==> src/rtl/if_fetch_unit.sv <==
// Instruction fetch stage: owns the PC, indexes the instruction ROM and buffers
// {pc, instr} pairs in a small FIFO toward decode. Execute redirects flush it.
module if_fetch_unit #(
  parameter int                PC_LEN     = 64,
  parameter int                INSTR_LEN  = 32,
  parameter logic [PC_LEN-1:0] RST_PC     = 64'h0000_0000_8000_0000,
  parameter int                FIFO_DEPTH = 2
) (
  input  logic                 clk,
  input  logic                 rst,
  output logic [PC_LEN-1:0]    rom_idx_o,
  input  logic [INSTR_LEN-1:0] rom_data_i,
  input  logic                 redirect_valid_i,
  input  logic [PC_LEN-1:0]    redirect_pc_i,
  output logic                 if_valid_o,
  input  logic                 if_ready_i,
  output logic [PC_LEN-1:0]    if_pc_o,
  output logic [INSTR_LEN-1:0] if_instr_o,
  output logic [31:0]          fetch_cnt_o
);
  localparam int PTR_W = (FIFO_DEPTH > 1) ? $clog2(FIFO_DEPTH) : 1;
  localparam int CNT_W = $clog2(FIFO_DEPTH + 1);

  typedef struct packed {
    logic [PC_LEN-1:0]    pc;
    logic [INSTR_LEN-1:0] instr;
  } fetch_entry_t;

  fetch_entry_t         fifo_q [FIFO_DEPTH];
  logic [PC_LEN-1:0]    pc_q;
  logic [PTR_W-1:0]     head_q, tail_q;
  logic [CNT_W-1:0]     count_q;
  logic [31:0]          fetch_cnt_q;
  logic                 deq, push;

  assign if_valid_o  = (count_q != '0);
  assign deq         = if_valid_o && if_ready_i && !redirect_valid_i;
  // A full FIFO still accepts a push when the head leaves in the same cycle.
  assign push        = !redirect_valid_i && ((count_q < CNT_W'(FIFO_DEPTH)) || deq);
  assign rom_idx_o   = pc_q;
  assign if_pc_o     = fifo_q[head_q].pc;
  assign if_instr_o  = fifo_q[head_q].instr;
  assign fetch_cnt_o = fetch_cnt_q;

  always_ff @(posedge clk) begin
    if (rst) begin
      pc_q        <= RST_PC;
      head_q      <= '0;
      tail_q      <= '0;
      count_q     <= '0;
      fetch_cnt_q <= '0;
    end else if (redirect_valid_i) begin
      pc_q    <= {redirect_pc_i[PC_LEN-1:2], 2'b00};
      head_q  <= '0;
      tail_q  <= '0;
      count_q <= '0;
    end else begin
      if (push) begin
        pc_q        <= pc_q + PC_LEN'(4);
        tail_q      <= tail_q + PTR_W'(1);
        fetch_cnt_q <= fetch_cnt_q + 32'd1;
      end
      if (deq)
        head_q <= head_q + PTR_W'(1);
      if (push && !deq)
        count_q <= count_q + CNT_W'(1);
      else if (deq && !push)
        count_q <= count_q - CNT_W'(1);
    end
  end

  // Storage carries no reset; entries are only meaningful behind count_q.
  always_ff @(posedge clk) begin
    if (push && !rst)
      fifo_q[tail_q] <= '{pc: pc_q, instr: rom_data_i};
  end
endmodule

==> config.mk <==
export PLATFORM = sky130hd
export DESIGN_NAME = if_fetch_unit
export DESIGN_NICKNAME = d
export VERILOG_FILES = /design/src/rtl/if_fetch_unit.sv
export SDC_FILE = /design/constraint.sdc
export NUM_CORES = 1
export LEC_CHECK = 0
export BUFFER_PORTS_ARGS = -buffer_cell sky130_fd_sc_hd__buf_2
export CORE_MARGIN = 2
export CORE_UTILIZATION = 30
export CTS_CLUSTER_SIZE = 30
export DETAILED_ROUTE_END_ITERATION = 8
export HOLD_SLACK_MARGIN = 0.12
export PLACE_DENSITY_LB_ADDON = 0.1
export REMOVE_ABC_BUFFERS = 1
export SETUP_SLACK_MARGIN = 0.05
export SKIP_CTS_REPAIR_TIMING = 1
export SLEW_MARGIN = 30
export SYNTH_ARGS = -nofsm -noshare
export SYNTH_HDL_FRONTEND = slang
export SYNTH_SLANG_ARGS = --single-unit
export TNS_END_PERCENT = 10
==> constraint.sdc <==
create_clock -name clk -period 8.3 [get_ports clk]
set_input_delay 2.075 -clock clk [delete_from_list [all_inputs] [get_ports clk]]
set_output_delay 2.075 -clock clk [all_outputs]
set_load 0.05 [all_outputs]
==> impl_metrics.env, run 1 <==
export IMPL_netlist_cell_type_count=60
export IMPL_synth_seq_cells=287
export IMPL_rows=74
export IMPL_grt_use_total_pct=16.6
export IMPL_fillCellCount=4072
export IMPL_first_iter_violations=390
export IMPL_timing_critical_path_fanout_max=56
export IMPL_clock_insertion_delay_worst_skew_ps=520
export IMPL_drt_wl_total_mm=36.1
export IMPL_share_of_the_clock_period_used_by_the_worst_path_pct=56.8
export IMPL_synth_cells=1002
export IMPL_drt_pass1_iter_count=4
export IMPL_hold_ws_ps=489
export IMPL_crit_path_max_incr_delay_ps=840
export IMPL_critical_path_cell_count=3
export IMPL_grt_start_max_net_pins=86
export IMPL_dieArea_um2=42800
export IMPL_synthSimpleGateAreaFrac_pct=15.5
export IMPL_power_ir_vdd_worst_mv=0.101
export IMPL_cpLargestDelayFamily="flip-flops"
export IMPL_timing_setup_critical_path_class="flop to output port"
export IMPL_clk_pin_slew_worst_paths_ps=60
export IMPL_worst_slew_pin_transition_ps=925
export IMPL_timing_max_transition_violations_final=0
export IMPL_grt_remaining_overflow=0
export IMPL_r2r_cells=5
export IMPL_setup_worst_path_start_class="flop"
export IMPL_p_per_area_nw_per_um2=229
export IMPL_run_status="finished, final reports clean"
export IMPL_area_overhead_of_the_layout_relative_to_synthesis_pct=25.5
export IMPL_global_route_wire_length_before_repair_mm=53.9
export IMPL_combinational_family_with_the_most_area_after_synthesis="simple AND/OR/NAND/NOR gates"
export IMPL_worst_case_headroom_to_the_max_slew_limit_pct=37.8
export IMPL_synth_compound_area_share_pct=7.20
export IMPL_crit_path_cell_trace="buf_4 -> mux2_2 -> buf_2"
export IMPL_die_x_um=207
export IMPL_clockBufferDepth=3
export IMPL_nNetsFinal=1383
export IMPL_hold_class="flop to flop"
export IMPL_totalNegativeSetupSlack_ps=0
export IMPL_num_vias=9055
export IMPL_cts_tree="built"
export IMPL_power_total_w=0.00356
export IMPL_cts_buffers_inserted=34
export IMPL_achievable_frequency_mhz=212
export IMPL_synth_async_sr_flop_share_pct=0
export IMPL_endpoints_failing_hold=0
export IMPL_routed_wire_length_per_instance_um=19.6
export IMPL_layout_drive_gt1_share_pct=35.6
export IMPL_cts_sinks=287
export IMPL_synth_adder_area_share_pct=0.304
export IMPL_arrival_ps=2640
export IMPL_ys_flop_type="sky130_fd_sc_hd__edfxtp_1"
export IMPL_vias_per_cell=4.92
export IMPL_hpwlAfterDp_mm=24.3
export IMPL_timing_hold_worst_path_depth=2
export IMPL_ys_seq_area_share_pct=61.7
export IMPL_grt_pass1_vias=8868
export IMPL_p_leak_nw=5.66
export IMPL_synth_enable_flop_cells=188
export IMPL_yosysWarnings=0
export IMPL_syn_avg_cell_area_um2=12.3
export IMPL_htree_levels=2
export IMPL_placement_io_buffers=286
export IMPL_yosys_area_share_xor_xnor_pct=4.04
export IMPL_path_buf_inv=2
export IMPL_grt_antenna_before_repair=7
export IMPL_finalWorstPathRequiredPeriod_ps=4720
export IMPL_cpMaxStageDelayCell="sky130_fd_sc_hd__dfxtp_4"
export IMPL_critical_path_endpoint_type="output port"
export IMPL_final_setup_skew_ps=15.1
export IMPL_place_congestion=0.733
export IMPL_critPathRequiredTime_ps=6230
export IMPL_initial_util_pct=30.3
export IMPL_setup_viol_count_final=0
export IMPL_chipHeight_um=207
export IMPL_ant_nets=0
export IMPL_drt_drc_violations_left=0
export IMPL_design_core_area_um2=40700
export IMPL_post_synth_instance_area_um2=12400
export IMPL_max_cap_violations=0
export IMPL_synthMuxAreaShare_pct=8.64
export IMPL_clk_root_buffer_cell="sky130_fd_sc_hd__clkbuf_16"
export IMPL_floorplan_io_pins=293
export IMPL_rsz0062_at_grt="no"
[layer usage]
metal	track usage, %	part of all wire, %	vias up
met4	5.27	2.2	12
li1	-	-	4360
met5	0	0.22	-
met2	26.3	46	243
met1	21.7	45	4379
met3	4.87	7.2	61
[worst register-to-register path, stage by stage, from the launching register on]
cell	delay (ps)
sky130_fd_sc_hd__dfxtp_1	510
sky130_fd_sc_hd__nand4_1	260
sky130_fd_sc_hd__nor2_1	510
sky130_fd_sc_hd__nand4_1	720
sky130_fd_sc_hd__o41a_1	630
sky130_fd_sc_hd__a2111oi_0	320
[Yosys cell counts, drive strengths merged (2+ instances only)]
library cell	instances	area (µm²)
xor2	31	272
a311oi	15	131
o31ai	6	45.0
a211oi	23	173
o21ai	23	115
edfxtp	188	5650
and2	9	56.3
nor2	80	300
or4	16	124
nand4	42	269
and4	16	140
nand2b	2	12.5
dfxtp	99	1980
o41a	2	22.5
nor4b	7	67.6
o21a	4	30.0
and3	9	56.3
nor3b	5	37.5
a2111oi	8	88.8
a21oi	24	120
mux2	94	1060
nand2	59	221
o31a	3	26.3
or2	5	31.3
clkbuf	46	173
xnor2	26	228
buf	14	77.6
nand3	38	190
nor4	19	125
nor3	18	90.1
ha	3	37.5
inv	18	67.6
o211ai	4	30.0
o311ai	2	17.5
nor2b	5	31.3
or3	22	138
a31oi	5	31.3
[cells in the final DEF (no fill, tap or decap), drive strengths merged, types with 7 or more instances in the layout]
| cell type | count |
|---|---|
| a21oi | 24 |
| and2 | 9 |
| nor4 | 19 |
| nor2 | 80 |
| clkbuf | 46 |
| nand3 | 38 |
| edfxtp | 188 |
| and4 | 16 |
| a311oi | 15 |
| buf | 299 |
| nor3 | 18 |
| dfxtp | 99 |
| xor2 | 31 |
| clkinv | 9 |
| nand2 | 59 |
| o21ai | 23 |
| a2111oi | 8 |
| nor4b | 7 |
| a211oi | 23 |
| and3 | 9 |
| or4 | 16 |
| xnor2 | 26 |
| inv | 19 |
| nand4 | 42 |
| or3 | 22 |
| mux2 | 94 |
[area by class of cell]
type | count | area (µm²) | share of cell area, %
Sequential cell | 287 | 7630 | 49.2
Tap cell | 532 | 666 | 4.29
Clock buffer | 46 | 967 | 6.23
Multi-Input combinational cell | 640 | 4470 | 28.8
Clock inverter | 15 | 158 | 1.02
Timing Repair Buffer | 299 | 1550 | 9.98
Inverter | 18 | 67.6 | 0.436
Antenna cell | 3 | 7.51 | 0.0484
[sequential cells by signal, summed over array words and instances (netlist names), named ones only]
register	flops
head_q	1
fifo_q	188
fetch_cnt_o	32
rom_idx_o	62
count_q	2
tail_q	1
[path summary, 6_finish.rpt]
kind	to	slack [ps]	from
max reg2reg	rom_idx_o[59]	5230	rom_idx_o[26]
max	if_pc_o[51]	3580	flop
min	fetch_cnt_o[31]	490	fetch_cnt_o[31]
min reg2reg	fetch_cnt_o[31]	490	fetch_cnt_o[31]
[power by group]
part           total (W)  internal, W  switching [W]
Clock            0.00151     0.000912       0.000594
Sequential       0.00165      0.00159      0.0000582
Combinational   0.000408     0.000109       0.000298
Total            0.00356      0.00261       0.000950
[per-stage QoR]
step	instances	util [%]	cell area, µm²	worst slack (ps)
floorplan	945	-	12100	985
global placement	1775	35.2	14300	2790
detailed placement	1776	35.3	14400	3070
CTS	1837	38.0	15500	3410
global route	1837	38.1	15500	3320
finish	1840	38.1	15500	3580
[cells by family (layout without fill, tap and decap cells)]
kind of cell | Yosys count | after routing
adder cells (fa/ha/maj) | 3 | 3
AO/OA/AOI/OAI | 126 | 126
buffers and inverters | 78 | 378
XOR/XNOR | 57 | 57
multiplexers | 95 | 95
flip-flops | 287 | 287
AND/OR/NAND/NOR | 355 | 355
other | 1 | 7
No activity file was read; power rests on OpenSTA's default activity.
==> run 2: changes to the inputs <==
- clock period: 8.3 -> 4.4 ns (I/O delays scaled with it)
==> impl_metrics.env, run 2 (synthesized netlist as in run 1, its figures left out) <==
export IMPL_run_status="finished, final reports clean"
export IMPL_die_x_um=207
export IMPL_seqPwrFrac_pct=45.2
export IMPL_r2r_cells=5
export IMPL_timing_max_transition_violations_final=0
export IMPL_cts_tree="built"
export IMPL_placement_io_buffers=286
export IMPL_fin_area_um2=15700
export IMPL_largest_register_ffs=188
export IMPL_drt_wl_total_mm=36.3
export IMPL_grt_pass1_vias=8792
export IMPL_global_route_wire_length_before_repair_mm=53.4
export IMPL_layout_common_cells="sky130_fd_sc_hd__buf_2 (285), sky130_fd_sc_hd__edfxtp_1 (188), sky130_fd_sc_hd__dfxtp_1 (98)"
export IMPL_achievable_frequency_mhz=287
export IMPL_power_ir_vdd_worst_mv=0.180
export IMPL_timing_critical_path_fanout_max=42
export IMPL_ant_nets=0
export IMPL_htree_levels=2
export IMPL_drt_pass1_iter_count=4
export IMPL_p_leak_nw=5.75
export IMPL_clock_insertion_delay_worst_skew_ps=540
export IMPL_vias_per_cell=4.91
export IMPL_endpoints_failing_hold=0
export IMPL_grt_start_max_net_pins=74
export IMPL_timing_setup_critical_path_class="flop to output port"
export IMPL_worst_slew_pin_transition_ps=859
export IMPL_clockBufferDepth=3
export IMPL_clk_root_buffer_cell="sky130_fd_sc_hd__clkbuf_16"
export IMPL_share_of_the_clock_period_used_by_the_worst_path_pct=79.2
export IMPL_timing_hold_worst_path_depth=2
export IMPL_worst_r2r_setup_slack_ps=1430
export IMPL_clock_power_share_pct=43.5
export IMPL_worst_case_headroom_to_the_max_slew_limit_pct=42.2
export IMPL_layout_commonest_cell="sky130_fd_sc_hd__buf_2"
export IMPL_drt_drc_violations_left=0
export IMPL_final_setup_skew_ps=24.5
export IMPL_max_cap_violations=0
export IMPL_hpwlAfterDp_mm=24.9
export IMPL_internal_power_w=0.00504
export IMPL_share_comb_of_total_power_pct=11.3
export IMPL_totalNegativeSetupSlack_ps=0
export IMPL_largest_register="fifo_q"
export IMPL_design_core_area_um2=40700
export IMPL_grt_use_total_pct=16.5
export IMPL_dpl_instance_area_um2=14500
export IMPL_critPathRequiredTime_ps=3300
export IMPL_finalWorstPathRequiredPeriod_ps=3480
export IMPL_routed_wire_length_per_instance_um=19.6
export IMPL_rsz0062_at_grt="no"
export IMPL_rows=74
export IMPL_hold_class="flop to flop"
export IMPL_nNetsFinal=1396
export IMPL_switching_share_pct=26.5
export IMPL_area_overhead_of_the_layout_relative_to_synthesis_pct=26.9
export IMPL_p_per_area_nw_per_um2=437
export IMPL_cts_sinks=287
export IMPL_arrival_ps=2380
export IMPL_critical_path_endpoint_type="output port"
export IMPL_cts_buffers_inserted=35
export IMPL_initial_util_pct=30.3
export IMPL_layout_drive_gt1_share_pct=36.0
export IMPL_clk_pin_slew_worst_paths_ps=50
export IMPL_setup_worst_path_start_class="flop"
export IMPL_chipHeight_um=207
export IMPL_setup_viol_count_final=0
export IMPL_grt_antenna_before_repair=9
export IMPL_dieArea_um2=42800
export IMPL_grt_remaining_overflow=0
export IMPL_first_iter_violations=464
export IMPL_fillCellCount=4079
export IMPL_floorplan_io_pins=293
export IMPL_place_congestion=0.755
export IMPL_switching_power_w=0.00182
export IMPL_num_vias=9111
-- run 2: changes by cell type in the layout (fill, tap and decap cells not counted), moves of 2 or more --
cell                        previous run  this run
sky130_fd_sc_hd__bufinv_16             3         5
sky130_fd_sc_hd__clkinv_1              1         4
sky130_fd_sc_hd__clkinv_2              8         6
sky130_fd_sc_hd__buf_12                1         4
sky130_fd_sc_hd__clkbuf_8              5         2
sky130_fd_sc_hd__buf_4                12        22
-- run 2: critical path, stage by stage, from the launching register on --
cell and delay [ps]:
sky130_fd_sc_hd__dfxtp_4 790, sky130_fd_sc_hd__buf_4 400, sky130_fd_sc_hd__mux2_2 380, sky130_fd_sc_hd__buf_2 220
-- run 2: worst paths after layout --
path / end / startpoint
max: if_pc_o[22] / flop
min: fetch_cnt_o[31] / fetch_cnt_o[31]
max reg2reg: rom_idx_o[60] / rom_idx_o[7]
min reg2reg: fetch_cnt_o[31] / fetch_cnt_o[31]
-- run 2: cell type report --
| class | instances | area (µm²) | share of cell area, % |
|---|---|---|---|
| Clock buffer | 45 | 955 | 6.09 |
| Inverter | 18 | 67.6 | 0.431 |
| Timing Repair Buffer | 311 | 1670 | 10.7 |
| Sequential cell | 287 | 7630 | 48.6 |
| Multi-Input combinational cell | 640 | 4450 | 28.4 |
| Antenna cell | 4 | 10.0 | 0.0638 |
| Tap cell | 532 | 666 | 4.24 |
| Clock inverter | 19 | 236 | 1.51 |
-- run 2: metal layers --
layer	vias to the layer above	track usage [%]	routed length, µm
met5	-	0	60
met4	10	5.34	733
met3	55	4.93	2740
met2	246	25.9	16500
met1	4399	21.8	16300
li1	4401	-	-
-- run 2: through the flow --
stage	hold slack, ps	worst slack (ps)	util (%)	std cells	power (W)
after global placement	469	843	35.6	1788	0.00394
after global routing	509	788	38.5	1852	0.00715
after floorplan	520	-1940	-	945	0.00368
after detailed placement	475	826	35.6	1788	0.00395
final	480	917	38.5	1856	0.00686
after CTS	484	857	38.5	1852	0.00698
-- run 2: power by group through the flow --
stage | clock, W | sequential, W | combinational, W
final | 0.00298 | 0.00310 | 0.000776
after global routing | 0.00320 | 0.00312 | 0.000829
after CTS | 0.00309 | 0.00311 | 0.000787
after detailed placement | 0 | 0.00316 | 0.000785
after global placement | 0 | 0.00316 | 0.000783
after floorplan | 0 | 0.00328 | 0.000400
==> run 3: changes to the inputs <==
- ABC_AREA: default -> 1
- clock period: 4.4 -> 3.5 ns (I/O delays scaled with it)
==> impl_metrics.env, run 3 <==
export IMPL_grt_pass1_vias=10700
export IMPL_yosys_area_share_xor_xnor_pct=1.95
export IMPL_cts_sinks=287
export IMPL_routed_wire_length_per_instance_um=18.1
export IMPL_post_synth_instance_area_um2=13500
export IMPL_rsz0062_at_grt="no"
export IMPL_hpwlAfterDp_mm=31.3
export IMPL_utilization_pct=37.8
export IMPL_die_x_um=216
export IMPL_setup_ws_ps=349
export IMPL_max_cap_violations=0
export IMPL_combinational_family_with_the_most_area_after_synthesis="simple AND/OR/NAND/NOR gates"
export IMPL_first_iter_violations=581
export IMPL_setup_worst_path_start_class="flop"
export IMPL_nNetsFinal=1860
export IMPL_power_ir_vdd_worst_mv=0.335
export IMPL_clk_pin_slew_worst_paths_ps=60
export IMPL_critPathRequiredTime_ps=2620
export IMPL_synthMuxAreaShare_pct=7.87
export IMPL_crit_path_max_incr_delay_ps=710
export IMPL_endpoints_failing_hold=0
export IMPL_synth_compound_area_share_pct=6.77
export IMPL_global_route_wire_length_before_repair_mm=64.4
export IMPL_synth_seq_cells=287
export IMPL_final_setup_skew_ps=23.8
export IMPL_post_synth_top_area_fraction_pct=42.0
export IMPL_synth_cells=1460
export IMPL_crit_path_cell_trace="buf_4 -> mux2_2 -> buf_2"
export IMPL_grt_antenna_before_repair=10
export IMPL_dp_cells=2311
export IMPL_synth_adder_area_share_pct=0.279
export IMPL_worst_case_headroom_to_the_max_slew_limit_pct=41.0
export IMPL_floorplan_io_pins=293
export IMPL_seq_area_um2=7630
export IMPL_synthSimpleGateAreaFrac_pct=20.8
export IMPL_cts_buffers_inserted=36
export IMPL_drt_drc_violations_left=0
export IMPL_place_congestion=0.858
export IMPL_hold_ws_ps=462
export IMPL_vias_per_cell=4.59
export IMPL_setup_viol_count_final=0
export IMPL_ys_seq_area_share_pct=56.7
export IMPL_design_core_area_um2=44200
export IMPL_post_synth_most_frequent_cells="sky130_fd_sc_hd__nand2_1 (390), sky130_fd_sc_hd__nor2_1 (198), sky130_fd_sc_hd__edfxtp_1 (188)"
export IMPL_grt_use_total_pct=18.3
export IMPL_p_per_area_nw_per_um2=503
export IMPL_area_overhead_of_the_layout_relative_to_synthesis_pct=24.4
export IMPL_timing_critical_path_fanout_max=33
export IMPL_dieArea_um2=46600
export IMPL_cts_tree="built"
export IMPL_multi_input_gate_area_in_the_final_layout_um2=5090
export IMPL_netlist_cell_type_count=36
export IMPL_critical_path_endpoint_type="output port"
export IMPL_rows=77
export IMPL_clock_insertion_delay_worst_skew_ps=560
export IMPL_netlist_top_cell_by_area="sky130_fd_sc_hd__edfxtp_1"
export IMPL_timing_setup_critical_path_class="flop to output port"
export IMPL_syn_avg_cell_area_um2=9.21
export IMPL_largest_register="fifo_q"
export IMPL_largest_register_ffs=188
export IMPL_clk_root_buffer_cell="sky130_fd_sc_hd__clkbuf_16"
export IMPL_finalWorstPathRequiredPeriod_ps=3150
export IMPL_chipHeight_um=216
export IMPL_path_buf_inv=2
export IMPL_placement_io_buffers=286
export IMPL_synth_enable_flop_cells=188
export IMPL_grt_start_max_net_pins=69
export IMPL_critical_path_cell_count=3
export IMPL_worstHoldStart="head_q"
export IMPL_timing_max_transition_violations_final=0
export IMPL_r2r_cells=9
export IMPL_layout_commonest_cell="sky130_fd_sc_hd__nand2_1"
export IMPL_p_leak_nw=6.30
export IMPL_layout_drive_gt1_share_pct=26.5
export IMPL_cpMaxStageDelayCell="sky130_fd_sc_hd__dfxtp_4"
export IMPL_arrival_ps=2280
export IMPL_totalNegativeSetupSlack_ps=0
export IMPL_cpLargestDelayFamily="flip-flops"
export IMPL_r2r_start="rom_idx_o[3]"
export IMPL_share_of_the_clock_period_used_by_the_worst_path_pct=90.0
export IMPL_fillCellCount=4519
export IMPL_achievable_frequency_mhz=317
export IMPL_antenna_diode_count=0
export IMPL_clockBufferDepth=3
export IMPL_run_status="finished, final reports clean"
export IMPL_num_vias=10900
export IMPL_initial_util_pct=30.4
export IMPL_grt_remaining_overflow=0
export IMPL_ys_flop_type="sky130_fd_sc_hd__edfxtp_1"
export IMPL_drt_wl_total_mm=43.1
export IMPL_synth_async_sr_flop_share_pct=0
export IMPL_yosysWarnings=0
export IMPL_drt_pass1_iter_count=5
export IMPL_worst_slew_pin_transition_ps=884
export IMPL_timing_hold_worst_path_depth=2
export IMPL_finish_cell_count_without_fillers=2377
export IMPL_post_synth_main_area_contributors="sky130_fd_sc_hd__edfxtp_1 (42%), sky130_fd_sc_hd__dfxtp_1 (15%), sky130_fd_sc_hd__nand2_1 (11%), sky130_fd_sc_hd__mux2_2 (7.9%), sky130_fd_sc_hd__nor2_1 (5.5%)"
export IMPL_htree_levels=2
export IMPL_hold_class="flop to flop"
export IMPL_layout_common_cells="sky130_fd_sc_hd__nand2_1 (390), sky130_fd_sc_hd__buf_2 (286), sky130_fd_sc_hd__nor2_1 (198)"
export IMPL_dpl_worst_slack_ps=332
export IMPL_most_common_cell_in_the_synthesized_netlist="sky130_fd_sc_hd__nand2_1"
export IMPL_ant_nets=0
[run 3: changes by cell type in the layout (fill, tap and decap cells not counted), sizes merged, moves of 16 or more]
cell	before	now
a211oi	23	0
a21oi	24	76
and4	16	0
inv	19	136
nand2	59	396
nand4	42	16
nor2	80	204
nor4	19	0
o21ai	23	88
or3	22	0
or4	16	0
xnor2	26	5
[run 3: cell families after synthesis]
logic type / after synthesis
AO/OA/AOI/OAI: 178
XOR/XNOR: 30
adder cells (fa/ha/maj): 3
buffers and inverters: 180
flip-flops: 287
multiplexers: 94
other: 1
AND/OR/NAND/NOR: 687
[run 3: path summary, 6_finish.rpt]
check	to	slack, ps
hold reg to reg	flop	460
setup reg to reg	rom_idx_o[36]	1020
hold / removal	flop	460
setup / recovery	if_instr_o[19]	350
[run 3: worst register-to-register path: stages (launching register included)]
cell and delay [ps]:
sky130_fd_sc_hd__dfxtp_1 480, sky130_fd_sc_hd__ha_1 240, sky130_fd_sc_hd__nand3_1 150, sky130_fd_sc_hd__nor2_1 250
sky130_fd_sc_hd__nand2_1 250, sky130_fd_sc_hd__nor2_1 500, sky130_fd_sc_hd__nand2_1 170, sky130_fd_sc_hd__xor2_1 180
sky130_fd_sc_hd__nand2_1 60, sky130_fd_sc_hd__a21oi_1 60
[run 3: metal layers]
metal / track usage (%) / part of all wire (%)
met2: 29.8 / 46
met3: 4.19 / 5.5
met5: 0 / 0.22
met4: 5.72 / 2.4
met1: 24.0 / 46
[run 3: power by group]
part / internal, W / total (W) / switching [W]
Combinational: 0.000255 / 0.000977 / 0.000722
Clock: 0.00205 / 0.00356 / 0.00151
Sequential: 0.00375 / 0.00388 / 0.000125
Total: 0.00606 / 0.00841 / 0.00235
[run 3: cell type report]
cell class              count  area share (%)
flip-flops and latches    287            45.6
multi-input cells         996            30.4
repair buffers            301            9.68
clock buffers              42            5.70
well taps                 592            4.43
inverters                 135            3.04
clock inverters            24            1.11
[run 3: per-stage QoR]
step	cell area, µm²	total power (W)
2_1_floorplan	13200	0.00460
3_3_place_gp	15600	0.00493
3_5_place_dp	15600	0.00494
4_1_cts	16700	0.00856
5_1_grt	16700	0.00876
6_report	16700	0.00841
